## config.mk

```make
export PLATFORM = sky130hd
export DESIGN_NAME = gcd_unit
export DESIGN_NICKNAME = d
export VERILOG_FILES = /design/src/rtl/gcd_pkg.sv /design/src/rtl/gcd_dp.sv /design/src/rtl/gcd_unit.sv
export SDC_FILE = /design/constraint.sdc
export NUM_CORES = 1
export LEC_CHECK = 0
export ABC_AREA = 1
export CELL_PAD_IN_SITES_DETAIL_PLACEMENT = 1
export CELL_PAD_IN_SITES_GLOBAL_PLACEMENT = 2
export CORE_MARGIN = 4
export CORE_UTILIZATION = 32
export CTS_CLUSTER_SIZE = 14
export DETAILED_ROUTE_END_ITERATION = 16
export DONT_BUFFER_PORTS = 1
export PLACE_DENSITY = 0.79
export SYNTH_ARGS = -nofsm -noshare
export SYNTH_HDL_FRONTEND = slang
export SYNTH_SLANG_ARGS = --single-unit
```

## constraint.sdc

```tcl
create_clock -name clk -period 1.95 [get_ports clk]
set_input_delay 0.39 -clock clk [delete_from_list [all_inputs] [get_ports clk]]
set_output_delay 0.39 -clock clk [all_outputs]
set_load 0.01 [all_outputs]
```

## src/rtl/gcd_pkg.sv

```systemverilog
// Shared types for the GCD unit: controller state encoding and the
// datapath operation select driven from the controller.
package gcd_pkg;

   // Controller states
   typedef enum logic [1:0] {
      IDLE = 2'd0,
      CALC = 2'd1,
      DONE = 2'd2
   } state_t;

   // Datapath operation requested by the controller for the coming edge
   typedef enum logic [1:0] {
      DP_HOLD = 2'd0,   // keep A, B, res
      DP_LOAD = 2'd1,   // A <= op_a, B <= op_b
      DP_STEP = 2'd2    // one subtract/swap/capture step
   } dp_sel_t;

endpackage

```

## src/rtl/gcd_dp.sv

```systemverilog
// GCD datapath: operand registers A/B, compare, swap, subtract and the
// result register. The controller picks the operation through sel; b_zero
// tells it that the current step is the capture step.
module gcd_dp
   import gcd_pkg::*;
#(
   parameter int WL = 8
) (
   input  logic          clk,
   input  logic          rst,
   input  dp_sel_t       sel,
   input  logic [WL-1:0] op_a,
   input  logic [WL-1:0] op_b,
   output logic          b_zero,
   output logic [WL-1:0] res
);

   logic [WL-1:0] a_q, a_d;
   logic [WL-1:0] b_q, b_d;
   logic [WL-1:0] res_q, res_d;

   assign b_zero = (b_q == '0);
   assign res    = res_q;

   // Next-value logic: load, or one step of subtractive Euclid (capture has priority)
   always_comb begin
      a_d   = a_q;
      b_d   = b_q;
      res_d = res_q;
      case (sel)
         DP_LOAD: begin
            a_d = op_a;
            b_d = op_b;
         end
         DP_STEP: begin
            if (b_q == '0) begin
               res_d = a_q;
            end else if (a_q < b_q) begin
               a_d = b_q;
               b_d = a_q;
            end else begin
               // A >= B here, so this never wraps
               a_d = a_q - b_q;
            end
         end
         default: ;
      endcase
   end

   // Datapath registers, cleared by reset at any time
   always_ff @(posedge clk or posedge rst) begin
      if (rst) begin
         a_q   <= '0;
         b_q   <= '0;
         res_q <= '0;
      end else begin
         a_q   <= a_d;
         b_q   <= b_d;
         res_q <= res_d;
      end
   end

endmodule

```

## src/rtl/gcd_unit.sv

```systemverilog
// GCD unit top: IDLE/CALC/DONE controller with valid/ready handshakes on
// both sides, driving the gcd_dp datapath.
// Optional feature macro: GCD_ITER_CNT_EN adds the iter_cnt output, a
// saturating count of CALC cycles spent on the current result.
module gcd_unit
   import gcd_pkg::*;
#(
   parameter int WL = 8,
   parameter int CW = WL + 2
) (
   input  logic          clk,
   input  logic          rst,
   input  logic          in_valid,
   output logic          in_ready,
   input  logic [WL-1:0] op_a,
   input  logic [WL-1:0] op_b,
   output logic          out_valid,
   input  logic          out_ready,
   output logic [WL-1:0] res,
   output logic          busy
`ifdef GCD_ITER_CNT_EN
   ,
   output logic [CW-1:0] iter_cnt
`endif
);

   state_t  state_q, state_d;
   dp_sel_t dp_sel;
   logic    b_zero;
   logic    accept;

   assign in_ready  = (state_q == IDLE);
   assign out_valid = (state_q == DONE);
   assign busy      = (state_q == CALC);
   assign accept    = in_valid && (state_q == IDLE);

   // Next state and datapath select; inputs outside their state are ignored
   always_comb begin
      state_d = state_q;
      dp_sel  = DP_HOLD;
      case (state_q)
         IDLE: begin
            if (in_valid) begin
               dp_sel  = DP_LOAD;
               state_d = CALC;
            end
         end
         CALC: begin
            dp_sel = DP_STEP;
            if (b_zero) begin
               state_d = DONE;
            end
         end
         DONE: begin
            // Return to IDLE only; a new pair can be taken on the next cycle
            if (out_ready) begin
               state_d = IDLE;
            end
         end
         default: state_d = IDLE;
      endcase
   end

   // State register
   always_ff @(posedge clk or posedge rst) begin
      if (rst) begin
         state_q <= IDLE;
      end else begin
         state_q <= state_d;
      end
   end

   gcd_dp #(
      .WL(WL)
   ) u_dp (
      .clk   (clk),
      .rst   (rst),
      .sel   (dp_sel),
      .op_a  (op_a),
      .op_b  (op_b),
      .b_zero(b_zero),
      .res   (res)
   );

`ifdef GCD_ITER_CNT_EN
   logic [CW-1:0] iter_cnt_q, iter_cnt_d;

   assign iter_cnt = iter_cnt_q;

   // Clear on accept, count every CALC cycle, stick at all-ones, hold otherwise
   always_comb begin
      iter_cnt_d = iter_cnt_q;
      if (accept) begin
         iter_cnt_d = '0;
      end else if ((state_q == CALC) && (iter_cnt_q != '1)) begin
         iter_cnt_d = iter_cnt_q + 1'b1;
      end
   end

   // Iteration counter register
   always_ff @(posedge clk or posedge rst) begin
      if (rst) begin
         iter_cnt_q <= '0;
      end else begin
         iter_cnt_q <= iter_cnt_d;
      end
   end
`else
   // accept only feeds the iteration counter
   logic unused_accept;
   assign unused_accept = accept;
`endif

endmodule

```

==> key figures, run 1 <==
Status
  – Status: complete, no violations

Layout
  – Most common cell after layout, fill and taps aside: nand2_1
  – Area of the multi-input gates: 0.001120 mm^2
  – Share of layout cells above drive strength 1: 0.2836
  – N_diodes: 0
  – Register area: 650.6 um^2
  – Final cell count without fillers: 347
  – FILL cells: 696
  – Commonest cells after routing, fill and taps aside: nand2_1 (65), inv_1 (31), buf_4 (31)
  – Finished Cell Area: 0.002286 mm^2
  – Nets: 306
  – Layout overhead on the synthesized area: 25.65%

Synth
  – Mapped Nets: 273
  – Yosys reg bits: 26
  – Post-synthesis async set-or-reset flop share: 1.000
  – Post-synthesis area per instance: 7.456 um^2
  – Netlist Area Pre-Place: 0.001819 mm^2
  – Synthesized instance count: 244
  – Yosys Warn Count: 0
  – Number of flops mapped to enable cells by yosys: 0
  – Cell variety after synth: 27
  – Sequential share of the synthesized area: 0.3576
  – Ys flop type: dfrtp_1

Floorplanning
  – Die area: 0.006956 mm^2
  – Io pins: 31
  – Core Area: 0.005507 mm^2
  – DIE HEIGHT: 83.40 um
  – Row Count: 27
  – DIE WIDTH: 83.40 um
  – Initial core utilization: 0.3304

Worst setup path
  – Worst EP arrival: 2080 ps
  – CP Max Fanout: 5
  – Worst Reg2Reg Path Length in Cells: 12
  – Buf+Inv Stages, Crit Path: 1
  – Worst path slowest cell: dfrtp_1
  – Family with the most delay on the worst path: simple AND/OR/NAND/NOR gates
  – CP Data Required Time: 2120 ps
  – Critical path, cell by cell: ha_4 > fa_2 > inv_2 > nand2_2 > nand2_2 > nand3_4 > nand2_4 > nor2_4 > nand2_1 > nand2_1 > nor2_2 > nor2_1
  – Logic depth of the worst path, buffers included: 12
  – Worst setup path startpoint: u_dp.b_q[0]$_DFFE_PP0P_
  – RR Startpoint: u_dp.b_q[0]$_DFFE_PP0P_
  – Critical path class: register to register
  – Slowest stage delay, CP: 420 ps
  – Kind of start point of the critical path: register
  – CP Capture Type: register

Clock network
  – CTS buffer count: 3
  – Clock Sink Count: 26
  – Clk slew on worst S/H paths: 90 ps
  – Worst-Skew Late Latency: 270 ps
  – CTS tree: built
  – H-tree depth reported by CTS: 1
  – Clock root buffer: clkbuf_8
  – Max Root-Sink Buffers: 2

Global route
  – Global-route wire length before repair: 8431 um
  – Initial antenna violation count: 0
  – GRT Total Usage: 0.1511
  – Largest net degree at the start of global routing: 27
  – Vias in the first global route: 1693
  – Total grt overflow: 0

STA
  – Fin. max-slew vios: 0
  – Min Tclk post-route: 1912 ps
  – Post-Route Skew: 4.469 ps
  – Unrepaired setup endpoints after global routing: true
  – Slew HR: 0.6842
  – Final setup vio count: 0
  – Hold_ws: 62.53 ps
  – Worst-margin pin slew: 472.0 ps
  – Fmax: 523.1 MHz
  – Final period util: 0.9803
  – Final hold viol count: 0

Route
  – Routed len/inst: 16.27 um
  – Vias: 1676
  – Detailed Route WL: 5647 um
  – Vias/cell: 4.830
  – Drt drc: 0
  – DR iter-0 viols: 62
  – ANT nets after route: 0
  – Drt pass-1 iters: 4

Worst hold path
  – Worst min-delay path class: primary input to asynchronous set/reset pin

Place
  – GPL Wtd Cong: 0.7862
  – Area after DPL: 0.002085 mm^2
  – Number of port buffers: 0
  – Placed insts: 338
  – Post-DP HPWL: 4131 um

Flow run
  – Max_cap viols: 0
-- metal layers --
layer | up-vias | part of all wire | GRT usage
li1 | 843 | - | -
met1 | 806 | 0.44 | 0.1891
met2 | 23 | 0.53 | 0.2770
met3 | 4 | 0.026 | 0.02381
met4 | 0 | 0.0051 | 0.02229
met5 | - | 0 | 0
-- Yosys cell counts (4+ instances only) --
cell type | n | share of area
nand2_1 | 70 | 0.14
inv_1 | 34 | 0.070
dfrtp_1 | 26 | 0.36
nor2_1 | 20 | 0.041
nand3_1 | 17 | 0.047
o21ai_0 | 16 | 0.044
o21ai_2 | 9 | 0.043
a21oi_1 | 8 | 0.022
ha_1 | 8 | 0.055
nand2_2 | 6 | 0.021
nand3b_1 | 6 | 0.025
buf_2 | 4 | 0.011
-- path summary, 6_finish.rpt --
kind                                            to  slack, ps
hold / removal             u_dp.res[5]$_DFFE_PP0N_         60
hold reg to reg            u_dp.b_q[2]$_DFFE_PP0P_        550
max in group asynchronous  u_dp.a_q[6]$_DFFE_PP0P_       1630
min in group clk            state_q[1]$_DFFE_PP0P_        210
setup / recovery           u_dp.a_q[6]$_DFFE_PP0P_         40
setup reg to reg           u_dp.a_q[6]$_DFFE_PP0P_         40
-- final cells by class --
class	count	area share
Inverter	35	0.05747
Timing Repair Buffer	32	0.1106
Sequential cell	26	0.2846
Multi-Input combinational cell	179	0.4899
Clock buffer	3	0.01806
Tap cell	72	0.03941
-- flip-flops by register name (all words and copies together), names as in the netlist --
| name | cells |
|---|---|
| state_q | 2 |
| u_dp.a_q | 8 |
| u_dp.res | 8 |
| u_dp.b_q | 8 |
-- repair_timing --
| action | in CTS | in global routing |
|---|---|---|
| hold buffers | 0 | 0 |
| pin swaps | 1 | 8 |
| setup buffers | 0 | 5 |
| cloned | 1 | 0 |
| resized for setup | 6 | 17 |
| setup endpoints to repair | 16 | 16 |
-- through the flow --
stage / util / setup WS (ps) / setup TNS [ps]
5_1_grt: 0.4151 / -58.35 / -130.6
6_report: 0.4151 / 38.34 / 0
3_5_place_dp: 0.3786 / -80.62 / -725.9
2_1_floorplan: - / 59.18 / 0
4_1_cts: 0.3942 / -4.749 / -4.749
3_3_place_gp: 0.3786 / -13.91 / -68.98
-- worst register-to-register path, delay by kind of cell, from the launching register on --
family | cells | cell delay [ps]
DFF | 1 | 420
adders and majority gates | 2 | 550
and+or+nand+nor | 9 | 780
buffers and inverters | 1 | 60
-- cell families after synthesis --
kind of cell,share of synthesized area
buf+inv,0.09422
flops,0.3576
compound gates,0.1431
simple gates,0.3342
fa+ha+maj,0.06603
xor+xnor,0.004815
Power of run 1 is not shown: default switching activity piles up to over one toggle a cycle in this logic, so the estimate is an artifact.
==> inputs of run 2 (changes only) <==
--- a/config.mk
+++ b/config.mk
@@ -10,6 +10,7 @@
 export CELL_PAD_IN_SITES_GLOBAL_PLACEMENT = 2
 export CORE_MARGIN = 4
 export CORE_UTILIZATION = 32
+export CTS_CLUSTER_DIAMETER = 120
 export CTS_CLUSTER_SIZE = 14
 export DETAILED_ROUTE_END_ITERATION = 16
 export DONT_BUFFER_PORTS = 1
==> constraint.sdc (replaced) <==
create_clock -name clk -period 1.95 [get_ports clk]
set_input_delay 0.195 -clock clk [delete_from_list [all_inputs] [get_ports clk]]
set_output_delay 0.195 -clock clk [all_outputs]
set_load 0.01 [all_outputs]
==> key figures, run 2 (synthesized netlist as in run 1, its figures left out) <==
Worst setup path
  – Worst path slowest cell: dfrtp_1
  – CP Max Fanout: 4
  – Worst EP arrival: 2080 ps
  – CP Data Required Time: 2150 ps
  – Kind of start point of the critical path: register
  – Worst setup path startpoint: u_dp.b_q[0]$_DFFE_PP0P_
  – Slowest stage delay, CP: 420 ps
  – CP Capture Type: register
  – R2R Path End: u_dp.a_q[0]$_DFFE_PP0P_
  – CP endpoint: u_dp.a_q[0]$_DFFE_PP0P_
  – Critical path, cell by cell: ha_4 > fa_2 > inv_2 > nand2_2 > nand2_4 > nand3_4 > buf_4 > nand3b_1 > nand3_2 > a21oi_2
  – Reg2reg setup slack: 80 ps
  – Critical path class: register to register
  – Worst Reg2Reg Path Length in Cells: 10
  – RR Startpoint: u_dp.b_q[0]$_DFFE_PP0P_

Global route
  – GRT Total Usage: 0.1555
  – Largest net degree at the start of global routing: 27
  – Global-route wire length before repair: 8866 um
  – Total grt overflow: 0
  – Met2 Resource Use GR: 0.2835
  – Initial antenna violation count: 0
  – Gr busiest metal: met2
  – Vias in the first global route: 1775
  – Global-route met1 utilization: 0.1979
  – Met3 Use GR: 0.02579

Floorplanning
  – Die area: 0.006956 mm^2
  – Io pins: 31
  – Initial core utilization: 0.3304
  – Row Count: 27
  – DIE HEIGHT: 83.40 um
  – Core Area: 0.005507 mm^2
  – DIE WIDTH: 83.40 um

Layout
  – Share of layout cells above drive strength 1: 0.2744
  – Most common cell after layout, fill and taps aside: nand2_1
  – N_diodes: 0
  – FILL cells: 685
  – Final cell count without fillers: 349
  – Finished Cell Area: 0.002320 mm^2
  – Final Core Density: 0.4213
  – Commonest cells after routing, fill and taps aside: nand2_1 (68), inv_1 (32), buf_4 (30)
  – Nets: 307
  – Layout overhead on the synthesized area: 27.51%

Place
  – Post-DP HPWL: 4105 um
  – Area after DPL: 0.002085 mm^2
  – Placed insts: 338
  – GPL Wtd Cong: 0.7749
  – Number of port buffers: 0

STA
  – Min Tclk post-route: 1873 ps
  – Final period util: 0.9607
  – Worst-margin pin slew: 606.5 ps
  – Post-Route Skew: 9.593 ps
  – Hold_ws: 157.2 ps
  – Slew HR: 0.5947
  – Fin. max-slew vios: 0
  – Final hold viol count: 0
  – Fmax: 533.8 MHz
  – Unrepaired setup endpoints after global routing: true
  – Final setup vio count: 0

Route
  – Vias: 1662
  – Routed len/inst: 15.60 um
  – DR iter-0 viols: 38
  – ANT nets after route: 0
  – Vias/cell: 4.762
  – Drt pass-1 iters: 4
  – Detailed Route WL: 5443 um
  – Drt drc: 0

Clock network
  – H-tree depth reported by CTS: 1
  – Clock Sink Count: 26
  – Clock root buffer: clkbuf_8
  – CTS buffer count: 3
  – Worst-Skew Late Latency: 270 ps
  – Clk slew on worst S/H paths: 100 ps
  – CTS tree: built
  – Max Root-Sink Buffers: 2

Flow run
  – Max_cap viols: 0

Worst hold path
  – Worst min-delay path class: primary input to register

Status
  – Status: complete, no violations
-- run 2: cell type report --
type                    count  area [um^2]  area share
well taps                  72        90.09     0.03884
multi-input cells         179         1127      0.4860
flip-flops and latches     26        650.6      0.2805
repair buffers             33        265.3      0.1143
clock buffers               4        55.05     0.02373
inverters                  35        131.4     0.05663
-- run 2: how the worst min path moves through the flow --
stage          startpoint                       to  depth (start not counted)
3_5_place_dp          rst  u_dp.res[5]$_DFFE_PP0N_                          2
6_report          op_b[4]  u_dp.b_q[4]$_DFFE_PP0P_                          2
5_1_grt           op_b[5]  u_dp.b_q[5]$_DFFE_PP0P_                          2
3_3_place_gp          rst  u_dp.res[5]$_DFFE_PP0N_                          2
4_1_cts           op_b[5]  u_dp.b_q[5]$_DFFE_PP0P_                          2
2_1_floorplan         rst   state_q[0]$_DFFE_PP0P_                          1
-- run 2: per-layer routing --
metal | vias up | wire length [um]
met3 | 6 | 190
li1 | 841 | -
met1 | 784 | 2413
met5 | - | 0
met4 | 0 | 74
met2 | 31 | 2765
-- run 2: repair_timing --
| action | 4_1_cts | 5_1_grt |
|---|---|---|
| gates cloned | 1 | 0 |
| buffers inserted | 0 | 4 |
| hold endpoints to repair | 27 | 0 |
| hold buffers | 2 | 0 |
| pin swaps | 2 | 11 |
| resized for setup | 7 | 15 |
| endpoints found under the setup margin | 16 | 16 |
-- run 2: critical path, delay by kind of cell, from the launching register on --
| family | cells | cell delay, ps |
|---|---|---|
| buffers and inverters | 2 | 230 |
| AO/OA/AOI/OAI | 1 | 140 |
| flip-flops | 1 | 420 |
| AND/OR/NAND/NOR | 5 | 460 |
| adder cells (fa/ha/maj) | 2 | 550 |
-- run 2: per-stage QoR --
stage,setup slack (ps),TNS [ps]
floorplan,59.18,0
global placement,-11.34,-67.73
detailed placement,-102.7,-1153
CTS,3.733,0
global route,-47.53,-339.7
finish,76.69,0
Power of run 2 is left out for the same reason.
==> inputs of run 3 (changes only) <==
--- a/config.mk
+++ b/config.mk
@@ -14,6 +14,7 @@
 export CTS_CLUSTER_SIZE = 14
 export DETAILED_ROUTE_END_ITERATION = 16
 export DONT_BUFFER_PORTS = 1
+export GPL_TIMING_DRIVEN = 0
 export PLACE_DENSITY = 0.79
 export SYNTH_ARGS = -nofsm -noshare
 export SYNTH_HDL_FRONTEND = slang
==> key figures, run 3 (synthesized netlist as in run 1, its figures left out) <==
Route
  – Vias: 1681
  – DR iter-0 viols: 37
  – Drt pass-1 iters: 4
  – Detailed Route WL: 5659 um
  – Routed len/inst: 16.64 um
  – Drt drc: 0
  – ANT nets after route: 0
  – Vias/cell: 4.944

Worst hold path
  – Hold endpoint: state_q[1]$_DFFE_PP0P_
  – HP Start: out_ready
  – Worst min-delay path class: primary input to register
  – Hold Path Depth: 1

Flow run
  – Max_cap viols: 0

STA
  – Final period util: 0.9879
  – Final hold viol count: 0
  – Min Tclk post-route: 1926 ps
  – Hold_ws: 8.610 ps
  – Post-Route Skew: 3.158 ps
  – Unrepaired setup endpoints after global routing: true
  – Worst-margin pin slew: 1085 ps
  – Slew HR: 0.2762
  – Fmax: 519.1 MHz
  – Final setup vio count: 0
  – Fin. max-slew vios: 0

Clock network
  – Max Root-Sink Buffers: 2
  – CTS buffer count: 3
  – Clock Sink Count: 26
  – H-tree depth reported by CTS: 1
  – Worst-Skew Late Latency: 280 ps
  – Clk slew on worst S/H paths: 100 ps
  – CTS Hold Bufs: 0
  – Clock root buffer: clkbuf_8
  – CTS tree: built

Worst setup path
  – Worst EP arrival: 2110 ps
  – Critical path, cell by cell: ha_4 > fa_2 > inv_2 > nand2_2 > nand2_4 > nand3_4 > nand3_4 > nand2_4 > nand2_8 > buf_12 > buf_12 > o21ai_2
  – CP Capture Type: register
  – RR Startpoint: u_dp.b_q[0]$_DFFE_PP0P_
  – Family with the most delay on the worst path: adder cells
  – R2R Path End: u_dp.b_q[1]$_DFFE_PP0P_
  – Reg2reg setup slack: 20 ps
  – Worst Reg2Reg Path Length in Cells: 12
  – Kind of start point of the critical path: register
  – CP Data Required Time: 2130 ps
  – CP Max Fanout: 5
  – Critical path class: register to register
  – Buf+Inv Stages, Crit Path: 3
  – Worst path slowest cell: dfrtp_1
  – Logic depth of the worst path, buffers included: 12
  – Slowest stage delay, CP: 440 ps

Global route
  – Largest net degree at the start of global routing: 27
  – Initial antenna violation count: 0
  – GRT Total Usage: 0.1639
  – Global-route wire length before repair: 9052 um
  – Vias in the first global route: 1848
  – Total grt overflow: 0

Layout
  – Share of layout cells above drive strength 1: 0.2500
  – Area of the multi-input gates: 0.001111 mm^2
  – N_diodes: 0
  – Commonest cells after routing, fill and taps aside: nand2_1 (67), inv_1 (31), dfrtp_1 (26)
  – Register area: 650.6 um^2
  – Layout overhead on the synthesized area: 24.48%
  – FILL cells: 723
  – Final Core Density: 0.4113
  – Most common cell after layout, fill and taps aside: nand2_1
  – Nets: 298

Floorplanning
  – DIE WIDTH: 83.40 um
  – DIE HEIGHT: 83.40 um
  – Core Area: 0.005507 mm^2
  – Io pins: 31
  – Initial core utilization: 0.3304
  – Die area: 0.006956 mm^2
  – Row Count: 27

Place
  – Number of port buffers: 0
  – GPL Wtd Cong: 0.7411
  – Post-DP HPWL: 4004 um

Status
  – Status: complete, no violations
==> run 3: layout make-up <==
| type | count | share of cell area |
|---|---|---|
| flip-flops and latches | 26 | 0.2873 |
| plain buffers | 5 | 0.01768 |
| multi-input cells | 178 | 0.4906 |
| well taps | 72 | 0.03978 |
| inverters | 35 | 0.05801 |
| repair buffers | 20 | 0.08232 |
| clock buffers | 4 | 0.02431 |
==> run 3: worst max path at each step <==
stage,slack (ps),to,from
3_3_place_gp,-190,u_dp.b_q[7]$_DFFE_PP0P_,u_dp.b_q[0]$_DFFE_PP0P_
2_1_floorplan,60,u_dp.b_q[6]$_DFFE_PP0P_,u_dp.b_q[0]$_DFFE_PP0P_
6_report,20,u_dp.b_q[1]$_DFFE_PP0P_,u_dp.b_q[0]$_DFFE_PP0P_
5_1_grt,-50,u_dp.a_q[6]$_DFFE_PP0P_,u_dp.b_q[0]$_DFFE_PP0P_
4_1_cts,-30,u_dp.b_q[5]$_DFFE_PP0P_,u_dp.b_q[0]$_DFFE_PP0P_
3_5_place_dp,-240,u_dp.a_q[6]$_DFFE_PP0P_,u_dp.b_q[0]$_DFFE_PP0P_
==> run 3: timing repair <==
item                                    4_1_cts  5_1_grt
pin swaps                                     6        5
cloned                                        1        0
gates resized for setup                       9       13
endpoints found under the setup margin       16       16
endpoints found under the hold margin         0        0
buffers inserted                             14        5
==> run 3: through the flow <==
stage	instances	worst slack, ps	TNS, ps	area, um^2
floorplan	244	59.18	0	1819
global placement	316	-191.2	-2646	1909
detailed placement	316	-242.4	-3293	1909
CTS	335	-30.00	-118.9	2142
global route	340	-53.46	-281.2	2265
finish	340	23.68	0	2265
==> run 3: per-layer routing <==
metal	global-route usage	routed length, um	vias up
li1	-	-	827
met1	0.1977	2542	806
met2	0.3025	2883	37
met3	0.02877	153	11
met4	0.03418	79	0
met5	0	0	-
Power of run 3 is left out for the same reason.
==> patch (settings of run 2) <==
Re-encode `state_t` (3 states) as one-hot, 3 bits wide.
--- a/src/rtl/gcd_pkg.sv
+++ b/src/rtl/gcd_pkg.sv
@@ -3,10 +3,10 @@
 package gcd_pkg;
 
    // Controller states
-   typedef enum logic [1:0] {
-      IDLE = 2'd0,
-      CALC = 2'd1,
-      DONE = 2'd2
+   typedef enum logic [2:0] {
+      IDLE = 3'b001,
+      CALC = 3'b010,
+      DONE = 3'b100
    } state_t;
 
    // Datapath operation requested by the controller for the coming edge
Function: no difference found for any inputs over 10 cycles, from zero or initial values and one cycle with rst high; not proved beyond that.
==> patch against run 2 <==
  * Hold slack worse by 0.054 ns
  * Wire length rose by 2.4%
  * Sequential cell count up 1
  * Area after synthesis rose by 5.2%
  * Clock skew shrank 0.0054 ns
  * Setup slack got worse by 0.053 ns
  * Final area up 2.7%
  * First-iteration DRC count rose by 55%
==> patch: results (changes against run 2) <==
Global route
  – Global Route met2 Usage: 0.284 (+0.000371)
  – Vias in the first global route: 1,847 (+4.1%)
  – First-pass GRT wire length: 9090 um (+2.5%)
  – GRT Util Overall: 0.154 (-0.00146)

Cells and area
  – Nets: 321 (+4.6%)
  – Non-filler cells, final: 363 (+4.0%)
  – Layout cell share with drive strength beyond 1: 0.265 (-0.00976)

Yosys
  – Distinct cells, synth: 25 (-7.4%)
  – Post-synthesis adder-cell area fraction: 0.0628 (-0.00324)
  – Seq/Total Area, Yosys: 0.354 (-0.00381)
  – Synth top area cells: dfrtp_1, nand2_1, inv_1
  – Synth Area in XOR/XNOR: 0.0137 (+0.00892)
  – Synth Instances: 263 (+7.8%)
  – Syn_nets: 292 (+7.0%)
  – Most frequent cells after synthesis: nand2_1, inv_1, dfrtp_1

Routing
  – Post-Route WL: 5570 um (+2.4%)
  – Routed vias/inst: 4.83 (+1.3%)
  – Routed met2 length: 2900 um (+5.0%)
  – Iter 0 DRT Violations: 59 (+55%)
  – Met3 WL: 192 um (+1.1%)

Run status
  – Outcome: finished, final reports clean

Placed design
  – Pre-CTS setup slack: -0.0703 ns (+0.0324 ns)
  – Final HPWL DP: 4300 um (+4.7%)
  – GP Congestion: 0.836 (+7.9%)
  – Placed Cells: 348 (+3.0%)

Timing
  – Clock Skew: 0.00419 ns (-0.00540 ns)
  – Worst rel slew slack: 0.603 (+0.00877)
-- patch: area by class of cell --
type                       instances  area, um2
tap                               72       90.1
timing repair buffer              29        260
clock inverter                     1       5.00
clock buffer                       3       41.3
sequential                        27        677
multi-input combinational        184       1110
fill                             714       3260
inverter                          47        194
-- patch: critical path, delay by kind of cell, from the launching register on --
family	cells	cell delay (ns)
compound gates	2	0.10
buf+inv	4	0.62
flops	1	0.42
simple gates	4	0.67
-- patch: final timing paths --
check,startpoint,to,slack (ns),cells past startpoint
max,u_dp.b_q[0],u_dp.b_q[1],0.02,10
min,out_ready,state_q[2],0.10,3
max reg2reg,u_dp.b_q[0],u_dp.b_q[1],0.02,10
min reg2reg,u_dp.res[2],u_dp.res[2],0.56,2
max in group asynchronous,rst,state_q[0],0.84,3
min in group asynchronous,rst,u_dp.a_q[7],0.42,2
-- patch: cells by family after synthesis --
kind of cell    Yosys count
fa+ha+maj                 9
simple gates            130
xor+xnor                  3
buf+inv                  52
flops                    27
compound gates           42
